==> config.mk <==
export PLATFORM = sky130hd
export DESIGN_NAME = key_bounce_gen
export DESIGN_NICKNAME = d
export VERILOG_FILES = /design/src/rtl/key_emu_pkg.sv /design/src/rtl/lfsr16.sv /design/src/rtl/key_bounce_gen.sv
export SDC_FILE = /design/constraint.sdc
export NUM_CORES = 1
export LEC_CHECK = 0
export ABC_AREA = 1
export ABC_CLOCK_PERIOD_IN_PS = 1400
export BUFFER_PORTS_ARGS = -buffer_cell sky130_fd_sc_hd__buf_2
export CORE_UTILIZATION = 50
export CTS_CLUSTER_DIAMETER = 80
export DETAILED_ROUTE_END_ITERATION = 7
export PLACE_DENSITY = 0.66
export SLEW_MARGIN = 20
export SYNTH_ARGS = -nofsm -noshare
export SYNTH_HDL_FRONTEND = slang
export SYNTH_SLANG_ARGS = --single-unit
==> constraint.sdc <==
create_clock -name clk_i -period 1.4 [get_ports clk_i]
set_input_delay 0.28 -clock clk_i [delete_from_list [all_inputs] [get_ports clk_i]]
set_output_delay 0.28 -clock clk_i [all_outputs]
set_load 0.1 [all_outputs]
==> src/rtl/key_emu_pkg.sv <==
// Shared types and constants for the mechanical key emulator.
// Holds the FSM state encoding and the LFSR tap definition.
package key_emu_pkg;

    typedef enum logic [1:0] {
        IDLE,
        BOUNCE,
        SETTLE
    } state_e;

    localparam int LFSR_W = 16;

    // x^16 + x^14 + x^13 + x^11 + 1, right-shifting Galois form
    localparam logic [LFSR_W-1:0] LFSR_MASK = 16'hB400;

    function automatic logic [LFSR_W-1:0] lfsr_next(
        input logic [LFSR_W-1:0] s
    );
        logic [LFSR_W-1:0] r;
        r = s >> 1;
        if (s[0]) begin
            r = r ^ LFSR_MASK;
        end
        return r;
    endfunction

endpackage

==> src/rtl/lfsr16.sv <==
// Free-running 16-bit Galois LFSR.
// Steps on every clock edge once out of reset.
module lfsr16
    import key_emu_pkg::*;
#(
    parameter logic [LFSR_W-1:0] SEED = 16'hACE1
) (
    input  logic              clk_i,
    input  logic              rst_n_i,
    output logic [LFSR_W-1:0] q_o
);

    logic [LFSR_W-1:0] lfsr_q;
    logic [LFSR_W-1:0] lfsr_d;

    always_comb begin
        lfsr_d = lfsr_next(lfsr_q);
    end

    always_ff @(posedge clk_i or negedge rst_n_i) begin
        if (!rst_n_i) begin
            lfsr_q <= SEED;
        end else begin
            lfsr_q <= lfsr_d;
        end
    end

    assign q_o = lfsr_q;

endmodule

==> src/rtl/key_bounce_gen.sv <==
// Emulated mechanical push-button: turns clean press/release commands
// into a bursty, pseudo-random bouncing line followed by a settle period.
module key_bounce_gen
    import key_emu_pkg::*;
#(
    parameter logic              KEY_ACTIVE = 1'b0,
    parameter int                BOUNCE_N   = 5,
    parameter int                GAP_W      = 8,
    parameter int                SETTLE_CYC = 1000,
    parameter logic [LFSR_W-1:0] LFSR_SEED  = 16'hACE1
) (
    input  logic clk_i,
    input  logic rst_n_i,
    input  logic cmd_valid_i,
    input  logic cmd_press_i,
    output logic ready_o,
    output logic key_o,
    output logic pressed_o,
    output logic done_o
);

    localparam int GW = GAP_W + 1;
    localparam int EW = $clog2(BOUNCE_N + 1);
    localparam int SW = $clog2(SETTLE_CYC + 1);

    localparam logic [GW-1:0] GAP_ONE   = GW'(1);
    localparam logic [EW-1:0] EDGE_ONE  = EW'(1);
    localparam logic [EW-1:0] EDGE_LAST = EW'(BOUNCE_N - 1);
    localparam logic [SW-1:0] SET_ONE   = SW'(1);
    localparam logic [SW-1:0] SET_LOAD  = SW'(SETTLE_CYC);

    if (BOUNCE_N < 1 || (BOUNCE_N % 2) == 0) begin : g_bad_bounce
        $error("BOUNCE_N must be odd and >= 1");
    end
    if (SETTLE_CYC < 1) begin : g_bad_settle
        $error("SETTLE_CYC must be >= 1");
    end
    if (LFSR_SEED == '0) begin : g_bad_seed
        $error("LFSR_SEED must be nonzero");
    end
    if (GAP_W < 1 || GAP_W > LFSR_W) begin : g_bad_gap
        $error("GAP_W must be in 1..16");
    end

    logic [LFSR_W-1:0] lfsr;
    logic              lfsr_unused;
    logic [GW-1:0]     gap_now;
    logic              target;

    state_e        state_q, state_d;
    logic [GW-1:0] gap_cnt_q, gap_cnt_d;
    logic [EW-1:0] edge_cnt_q, edge_cnt_d;
    logic [SW-1:0] set_cnt_q, set_cnt_d;
    logic          hold_q, hold_d;
    logic          key_q, key_d;
    logic          pressed_q, pressed_d;
    logic          done_q, done_d;

    lfsr16 #(
        .SEED (LFSR_SEED)
    ) u_lfsr (
        .clk_i   (clk_i),
        .rst_n_i (rst_n_i),
        .q_o     (lfsr)
    );

    assign lfsr_unused = ^(lfsr >> GAP_W);
    assign gap_now     = {1'b0, lfsr[GAP_W-1:0]} + GAP_ONE;
    assign target      = cmd_press_i ? KEY_ACTIVE : ~KEY_ACTIVE;

    always_comb begin
        state_d    = state_q;
        gap_cnt_d  = gap_cnt_q;
        edge_cnt_d = edge_cnt_q;
        set_cnt_d  = set_cnt_q;
        hold_d     = hold_q;
        key_d      = key_q;
        pressed_d  = pressed_q;
        done_d     = 1'b0;

        unique case (state_q)
            IDLE: begin
                if (cmd_valid_i) begin
                    pressed_d = cmd_press_i;
                    if (target != key_q) begin
                        state_d    = BOUNCE;
                        gap_cnt_d  = gap_now;
                        edge_cnt_d = '0;
                    end else begin
                        // extra hold cycle keeps same-level latency at SETTLE_CYC+1
                        state_d   = SETTLE;
                        set_cnt_d = SET_LOAD;
                        hold_d    = 1'b1;
                    end
                end
            end
            BOUNCE: begin
                if (gap_cnt_q == GAP_ONE) begin
                    key_d      = ~key_q;
                    edge_cnt_d = edge_cnt_q + EDGE_ONE;
                    gap_cnt_d  = gap_now;
                    if (edge_cnt_q == EDGE_LAST) begin
                        state_d   = SETTLE;
                        set_cnt_d = SET_LOAD;
                        hold_d    = 1'b0;
                    end
                end else begin
                    gap_cnt_d = gap_cnt_q - GAP_ONE;
                end
            end
            SETTLE: begin
                if (hold_q) begin
                    hold_d = 1'b0;
                end else begin
                    set_cnt_d = set_cnt_q - SET_ONE;
                    if (set_cnt_q == SET_ONE) begin
                        state_d = IDLE;
                        done_d  = 1'b1;
                    end
                end
            end
            default: begin
                state_d = IDLE;
            end
        endcase
    end

    always_ff @(posedge clk_i or negedge rst_n_i) begin
        if (!rst_n_i) begin
            state_q    <= IDLE;
            gap_cnt_q  <= '0;
            edge_cnt_q <= '0;
            set_cnt_q  <= '0;
            hold_q     <= 1'b0;
            key_q      <= ~KEY_ACTIVE;
            pressed_q  <= 1'b0;
            done_q     <= 1'b0;
        end else begin
            state_q    <= state_d;
            gap_cnt_q  <= gap_cnt_d;
            edge_cnt_q <= edge_cnt_d;
            set_cnt_q  <= set_cnt_d;
            hold_q     <= hold_d;
            key_q      <= key_d;
            pressed_q  <= pressed_d;
            done_q     <= done_d;
        end
    end

    assign ready_o   = (state_q == IDLE);
    assign key_o     = key_q;
    assign pressed_o = pressed_q;
    assign done_o    = done_q;

endmodule

==> results of run 1 <==
-- critical path, stage by stage, from the launching register on --
cell	delay, ns
dfrtp_1	0.40
inv_2	0.08
ha_4	0.14
buf_4	0.11
inv_2	0.03
nor2_2	0.07
nand2_1	0.06
nor2_2	0.13
nor2_2	0.06
buf_6	0.13
nand3_2	0.05
nand2_1	0.05
nand2_1	0.06
nand2_1	0.05
-- per-layer routing --
layer | routed length (um) | global-route usage [%]
met1 | 2548 | 30.14
met2 | 2902 | 37.18
met3 | 228 | 4.144
met4 | 139 | 9.586
met5 | 0 | 0
-- state kept, by name, indices dropped and copies added (netlist names) --
register and count:
done_o 1, edge_cnt_q 3, gap_cnt_q 9, hold_q 1, key_o 1, pressed_o 1, set_cnt_q 10, state_q 2
u_lfsr.q_o 16
-- cells in the mapped netlist, types with 3 or more instances --
library cell,instances
o21ai_2,4
inv_1,41
or2_2,3
buf_6,3
nor2_1,26
ha_1,11
dfrtp_1,35
nand4_1,4
o21ai_0,13
nand2_1,99
nand3b_1,3
nand3_1,39
dfstp_2,9
xor2_1,7
-- cells by family after synthesis --
| family | share of synthesized area [%] |
|---|---|
| DFF | 44.45 |
| and+or+nand+nor | 33.50 |
| buffers and inverters | 8.150 |
| AOI/OAI and AO/OA | 5.600 |
| adders and majority gates | 5.500 |
| xor gates and xnor gates | 2.800 |
-- final cells by class --
cell class                 count  share of cell area, %
tap                           67                  2.362
sequential                    44                  31.44
multi-input combinational    227                  41.77
clock buffer                   7                  3.031
clock inverter                 1                 0.2467
inverter                      43                  4.547
timing repair buffer          62                  16.60
-- stage by stage --
step           util, %  setup TNS (ns)
2_1_floorplan        -          -3.694
3_3_place_gp     63.16          -1.374
3_5_place_dp     63.16          -2.120
4_1_cts          69.68          -1.752
5_1_grt          74.66          -4.277
6_report         74.66          -2.117
-- worst max-delay path by stage --
stage                                        start                  endpoint  slack (ns)  cells past startpoint
final                     gap_cnt_q[1]$_DFFE_PN0P_  gap_cnt_q[8]$_DFFE_PN0P_       -0.14                     13
after CTS                 gap_cnt_q[1]$_DFFE_PN0P_  set_cnt_q[9]$_DFFE_PN0P_       -0.15                     11
after global routing      gap_cnt_q[1]$_DFFE_PN0P_  set_cnt_q[9]$_DFFE_PN0P_       -0.22                     11
after floorplan                  key_o$_DFFE_PN1P_  set_cnt_q[5]$_DFFE_PN0P_       -0.18                      9
after detailed placement  gap_cnt_q[1]$_DFFE_PN0P_  set_cnt_q[4]$_DFFE_PN0P_       -0.16                     10
after global placement    gap_cnt_q[1]$_DFFE_PN0P_  set_cnt_q[1]$_DFFE_PN0P_       -0.12                     10
-- what timing repair did --
action	CTS	global route
pin swaps	21	14
setup buffers	5	3
endpoints found under the hold margin	35	0
endpoints found under the setup margin	28	29
hold buffers	1	0
resized for setup	39	49
cloned	1	1
-- where the power goes --
group / leakage, nW / internal (W) / switching, W
Sequential: 0.553 / 0.00158 / 0.000250
Combinational: 1.17 / 0.00215 / 0.00272
Clock: 0.0596 / 0.000512 / 0.000456
==> impl_results.md, run 1 <==
* Most frequent cells in the layout: nand2_1, dfrtp_1, buf_4
* Status: finished, violations left
* GRT overflow at 0
* Core area at 4755 um2
* Distinct cells, synth at 31
* Critical path launch point type: register
* CTS tree: yes
* Worst rel slew slack at 68.01%
* PD cells at 2162 nW/um2
* Syn. warnings at 0
* Detailed Place HPWL at 3.591 mm
* Vias per cell at 5.051
* Dominant synthesized flop cell: dfrtp_1
* Top post-synthesis cells by area: dfrtp_1, nand2_1, dfstp_2, nand3_1, inv_1
* Setup WS post-layout at -0.1426 ns
* CP Max Fanout at 5
* Mapped Nets at 333
* Root Buffer Master: clkbuf_8
* Setup CP Type: register to register
* DP Worst Slack at -0.1609 ns
* Crit path arrival time at 1.75 ns
* RSZ-0062 raised after global routing: yes
* H-tree levels at 2
* Number of global-route vias before repair at 2,106
* Syn avg cell area at 7.869 um2
* Peak Freq at 648.3 MHz
* Pins Over Slew Limit at 0
* Setup crit end kind: register
* Hold Path Cell Cnt at 3
* Cell Area, Synth at 2502 um2
* Initial Util at 52.63%
* Worst slew pin tran at 0.4832 ns
* GR Util All Layers at 22.89%
* CTS Buf Count at 5
* Routability cong. at 0.8804
* Failing checks: setup timing
* Core Rows at 25
* Worst hold path type: input port to register
* Ys async rst share at 100.0%
* Global-route wire length before repair at 9.287 mm
* Fin crit period at 1.543 ns
* Seq/Total Area, Yosys at 44.45%
* Clock latency on the worst-skew pair at 0.31 ns
* Area Growth Syn to Fin at 41.85%
* Hold-critical path endpoint: pressed_o$_DFFE_PN0P_
* Die H at 72.75 um
* Final cell count without fillers at 451
* Area of the multi-input gates at 1483 um2
* Wire per inst at 12.90 um
* Diode count at 0
* CTS Sinks at 44
* Ports at 8
* Gate Count Post-Synth at 318
* Launch point of the worst reg-to-reg path: gap_cnt_q[1]$_DFFE_PN0P_
* Dpl cells at 432
* Setup slack, reg-to-reg at -0.14 ns
* Yosys top cell area share at 35.00%
* Max-cap viol count at 0
* Initial DRC Count at 146
* Pin count of the biggest net entering global routing at 45
* Post-synth top area cell: dfrtp_1
* Hold_ws at 0.3029 ns
* Share of layout cells above drive strength 1 at 40.10%
* Reg clk slew, reported paths at 0.09 ns
* Final setup viols at 24
* FF+latch count, synth at 44
* Via count at 2,278
* Total power at 0.007673 W
* CTS Buffer Depth at 2
* Final ANT Viol Nets at 0
* Die span in x at 72.75 um
* TritonRoute pass-1 iters at 4
* Reg2reg end: gap_cnt_q[8]$_DFFE_PN0P_
* Commonest non-fill, non-tap cell in the layout: nand2_1
* Sequential cell area at 1116 um2
* Port bufs at 7
* WP data required at 1.61 ns
* Pleak at 1.782 nW
* Worst vdd ir at 0.001409 V
* Layout Nets at 398
* Fill cell count at 327
* Residual DRC at 0
* EDFF count, synth at 0
* Fin area at 3550 um2
* Post-Place Cell Area at 3003 um2
* Crit share post-route at 110.2%
* Clock skew at 0.01112 ns
* Initial antenna violation count at 0
* Hold Vio Cnt, Final at 0
* WL final at 5.818 mm
* Length in cells of the worst reg-to-reg path at 13
* Die area at 5292 um2
* Hold Startpoint: cmd_press_i
Note: power is estimated with default switching activity, not from simulation.
==> run 2: changes to the inputs <==
--- a/config.mk
+++ b/config.mk
@@ -8,10 +8,11 @@
 export ABC_AREA = 1
 export ABC_CLOCK_PERIOD_IN_PS = 1400
 export BUFFER_PORTS_ARGS = -buffer_cell sky130_fd_sc_hd__buf_2
-export CORE_UTILIZATION = 50
+export CORE_UTILIZATION = 35
+export CTS_BUF_LIST = sky130_fd_sc_hd__clkbuf_2 sky130_fd_sc_hd__clkbuf_4 sky130_fd_sc_hd__clkbuf_8
 export CTS_CLUSTER_DIAMETER = 80
 export DETAILED_ROUTE_END_ITERATION = 7
-export PLACE_DENSITY = 0.66
+export PLACE_DENSITY = 0.49
 export SLEW_MARGIN = 20
 export SYNTH_ARGS = -nofsm -noshare
 export SYNTH_HDL_FRONTEND = slang
==> run 2 against run 1 <==
Net effect: sequential power about the same; sequential share of layout area up 0.067 points; cell area down 0.21%; clock-buffer cell count down 1; die area up 42%; first-iteration DRC count down 60%; worst setup slack better by 0.016 ns; hold slack better by 0.0088 ns; via count down 1.9%; the flow still finishes with violations (setup timing); global-route usage down 6.0 points; routed wire length down 0.86%; register-to-register slack better by 0.08 ns.
==> impl_results.md, run 2 (same netlist as run 1, synthesis figures left out) <==
* Status: finished, violations left (unchanged)
* Failing checks: setup timing (unchanged)
* Root Buffer Master: clkbuf_8 (unchanged)
* Port bufs at 7 (unchanged)
* Peak Freq at 655.0 MHz (was 648.3 MHz)
* CTS Sinks at 44 (unchanged)
* Die H at 86.56 um (was 72.75 um)
* CP Max Fanout at 5 (unchanged)
* CTS Buffer Depth at 2 (unchanged)
* RSZ-0062 raised after global routing: yes (unchanged)
* Fin crit period at 1.527 ns (was 1.543 ns)
* GR Util All Layers at 16.84% (was 22.89%)
* Worst rel slew slack at 67.81% (was 68.01%)
* Worst slew pin tran at 0.4862 ns (was 0.4832 ns)
* Global-route wire length before repair at 9.756 mm (was 9.287 mm)
* Final ANT Viol Nets at 0 (unchanged)
* Setup crit end kind: primary output (was register)
* Fill cell count at 658 (was 327)
* WP data required at 1.12 ns (was 1.61 ns)
* Hold Vio Cnt, Final at 0 (unchanged)
* Share of layout cells above drive strength 1 at 40.93% (was 40.10%)
* Ports at 8 (unchanged)
* Wire per inst at 11.97 um (was 12.90 um)
* Setup CP Type: register to primary output (was register to register)
* Worst vdd ir at 0.0008705 V (was 0.001409 V)
* Crit path max-delay cell type: dfrtp_1 (unchanged)
* Initial antenna violation count at 0 (unchanged)
* Largest register FFs at 16 (unchanged)
* Detailed Place HPWL at 3.946 mm (was 3.591 mm)
* Initial Util at 36.63% (was 52.63%)
* GRT overflow at 0 (unchanged)
* Reg clk slew, reported paths at 0.09 ns (about the same)
* Max stage delay on crit path at 0.41 ns (was 0.40 ns)
* PD cells at 2109 nW/um2 (was 2162 nW/um2)
* Number of global-route vias before repair at 2,128 (was 2,106)
* Critical path launch point type: register (unchanged)
* Via count at 2,235 (was 2,278)
* Final cell count without fillers at 482 (was 451)
* CTS tree: yes (unchanged)
* Crit share post-route at 109.1% (was 110.2%)
* H-tree levels at 2 (unchanged)
* Dpl cells at 461 (was 432)
* Diode count at 0 (unchanged)
* WL final at 5.768 mm (was 5.818 mm)
* DP Worst Slack at -0.1151 ns (was -0.1609 ns)
* Core area at 6832 um2 (was 4755 um2)
* Clock latency on the worst-skew pair at 0.30 ns (was 0.31 ns)
* Pin count of the biggest net entering global routing at 17 (was 45)
* Crit path arrival time at 1.25 ns (was 1.75 ns)
* Initial DRC Count at 58 (was 146)
* Final setup viols at 26 (was 24)
* TritonRoute pass-1 iters at 4 (unchanged)
* Commonest non-fill, non-tap cell in the layout: nand2_1 (unchanged)
* Residual DRC at 0 (unchanged)
* Layout Nets at 400 (was 398)
* CTS Buf Count at 5 (unchanged)
* Pins Over Slew Limit at 0 (unchanged)
* Most frequent cells in the layout: nand2_1, buf_4, dfrtp_1 (was nand2_1, dfrtp_1, buf_4)
* CP Cell Sequence: inv_2, ha_4, buf_6, buf_12 (was inv_2, ha_4, buf_4, inv_2, nor2_2, nand2_1, nor2_2, nor2_2, buf_6, nand3_2, nand2_1, nand2_1, nand2_1)
* Area Growth Syn to Fin at 41.55% (was 41.85%)
* Setup WS post-layout at -0.1268 ns (was -0.1426 ns)
* Clock skew at 0.01482 ns (was 0.01112 ns)
* Worst hold path type: input port to register (unchanged)
* Routability cong. at 0.8138 (was 0.8804)
* Vias per cell at 4.637 (was 5.051)
* Die span in x at 86.56 um (was 72.75 um)
* Fin util at 51.85% (was 74.66%)
* Die area at 7492 um2 (was 5292 um2)
* Core Rows at 30 (was 25)
* Pleak at 1.740 nW (was 1.782 nW)
* Setup slack, reg-to-reg at -0.06 ns (was -0.14 ns)
* Max-cap viol count at 0 (unchanged)
[run 2: cell count changes in the layout (fill, tap and decap cells not counted), sizes merged]
cell	previous run	this run
buf	59	63
clkbuf	9	6
clkinv	1	0
clkinvlp	0	1
inv	43	44
[run 2: power by group]
| part | switching [W] | internal (W) | leakage (nW) |
|---|---|---|---|
| Combinational | 0.00270 | 0.00208 | 1.14 |
| Sequential | 0.000238 | 0.00158 | 0.553 |
| Clock | 0.000466 | 0.000402 | 0.0477 |
| Total | 0.00341 | 0.00406 | 1.74 |
[run 2: final cells by class]
| cell class | instances | area, um2 | share of cell area [%] |
|---|---|---|---|
| multi-input combinational | 227 | 1464 | 41.33 |
| inverter | 43 | 166.4 | 4.698 |
| clock buffer | 6 | 82.58 | 2.331 |
| timing repair buffer | 64 | 579.3 | 16.35 |
| sequential | 44 | 1116 | 31.51 |
| tap | 96 | 120.1 | 3.391 |
| clock inverter | 2 | 13.76 | 0.3886 |
[run 2: what timing repair did]
item / in CTS / in global routing
hold buffers: 1 / 0
setup endpoints to repair: 27 / 29
setup buffers: 8 / 3
pin swaps: 13 / 23
gates resized for setup: 36 / 45
endpoints found under the hold margin: 12 / 0
gates cloned: 1 / 0
[run 2: path summary, 6_finish.rpt]
check,from,end,cells after the start
max,state_q[0]$_DFFE_PN0P_,ready_o,4
min,cmd_press_i,pressed_o$_DFFE_PN0P_,3
max reg2reg,key_o$_DFFE_PN1P_,gap_cnt_q[2]$_DFFE_PN0P_,8
min reg2reg,u_lfsr.q_o[9]$_DFF_PN0_,u_lfsr.q_o[8]$_DFF_PN0_,0
max in group asynchronous,rst_n_i,u_lfsr.q_o[0]$_DFF_PN1_,3
min in group asynchronous,rst_n_i,gap_cnt_q[6]$_DFFE_PN0P_,2
[run 2: per-layer routing]
metal  up-vias  wire, um  track usage (%)
met1      1058      2788            22.78
met3         6       152            3.143
li1       1137         -                -
met2        34      2776            27.56
met5         -         0                0
met4         0        50            4.848
[run 2: per-stage QoR]
| step | cell area [um2] | TNS (ns) | power (W) | hold WS, ns |
|---|---|---|---|---|
| after detailed placement | 3052 | -2.046 | 0.005586 | 0.2502 |
| after floorplan | 2534 | -3.694 | 0.004257 | -0.01559 |
| final | 3542 | -0.8360 | 0.007470 | 0.3116 |
| after global routing | 3542 | -3.735 | 0.008073 | 0.3228 |
| after CTS | 3359 | -1.055 | 0.007066 | 0.3244 |
| after global placement | 3052 | -1.754 | 0.005547 | 0.2477 |
[run 2: worst max-delay path: cells and delay by family (launching register included)]
family	cells	cell delay (ns)
adders and majority gates	1	0.17
buffers and inverters	3	0.36
DFF	1	0.41
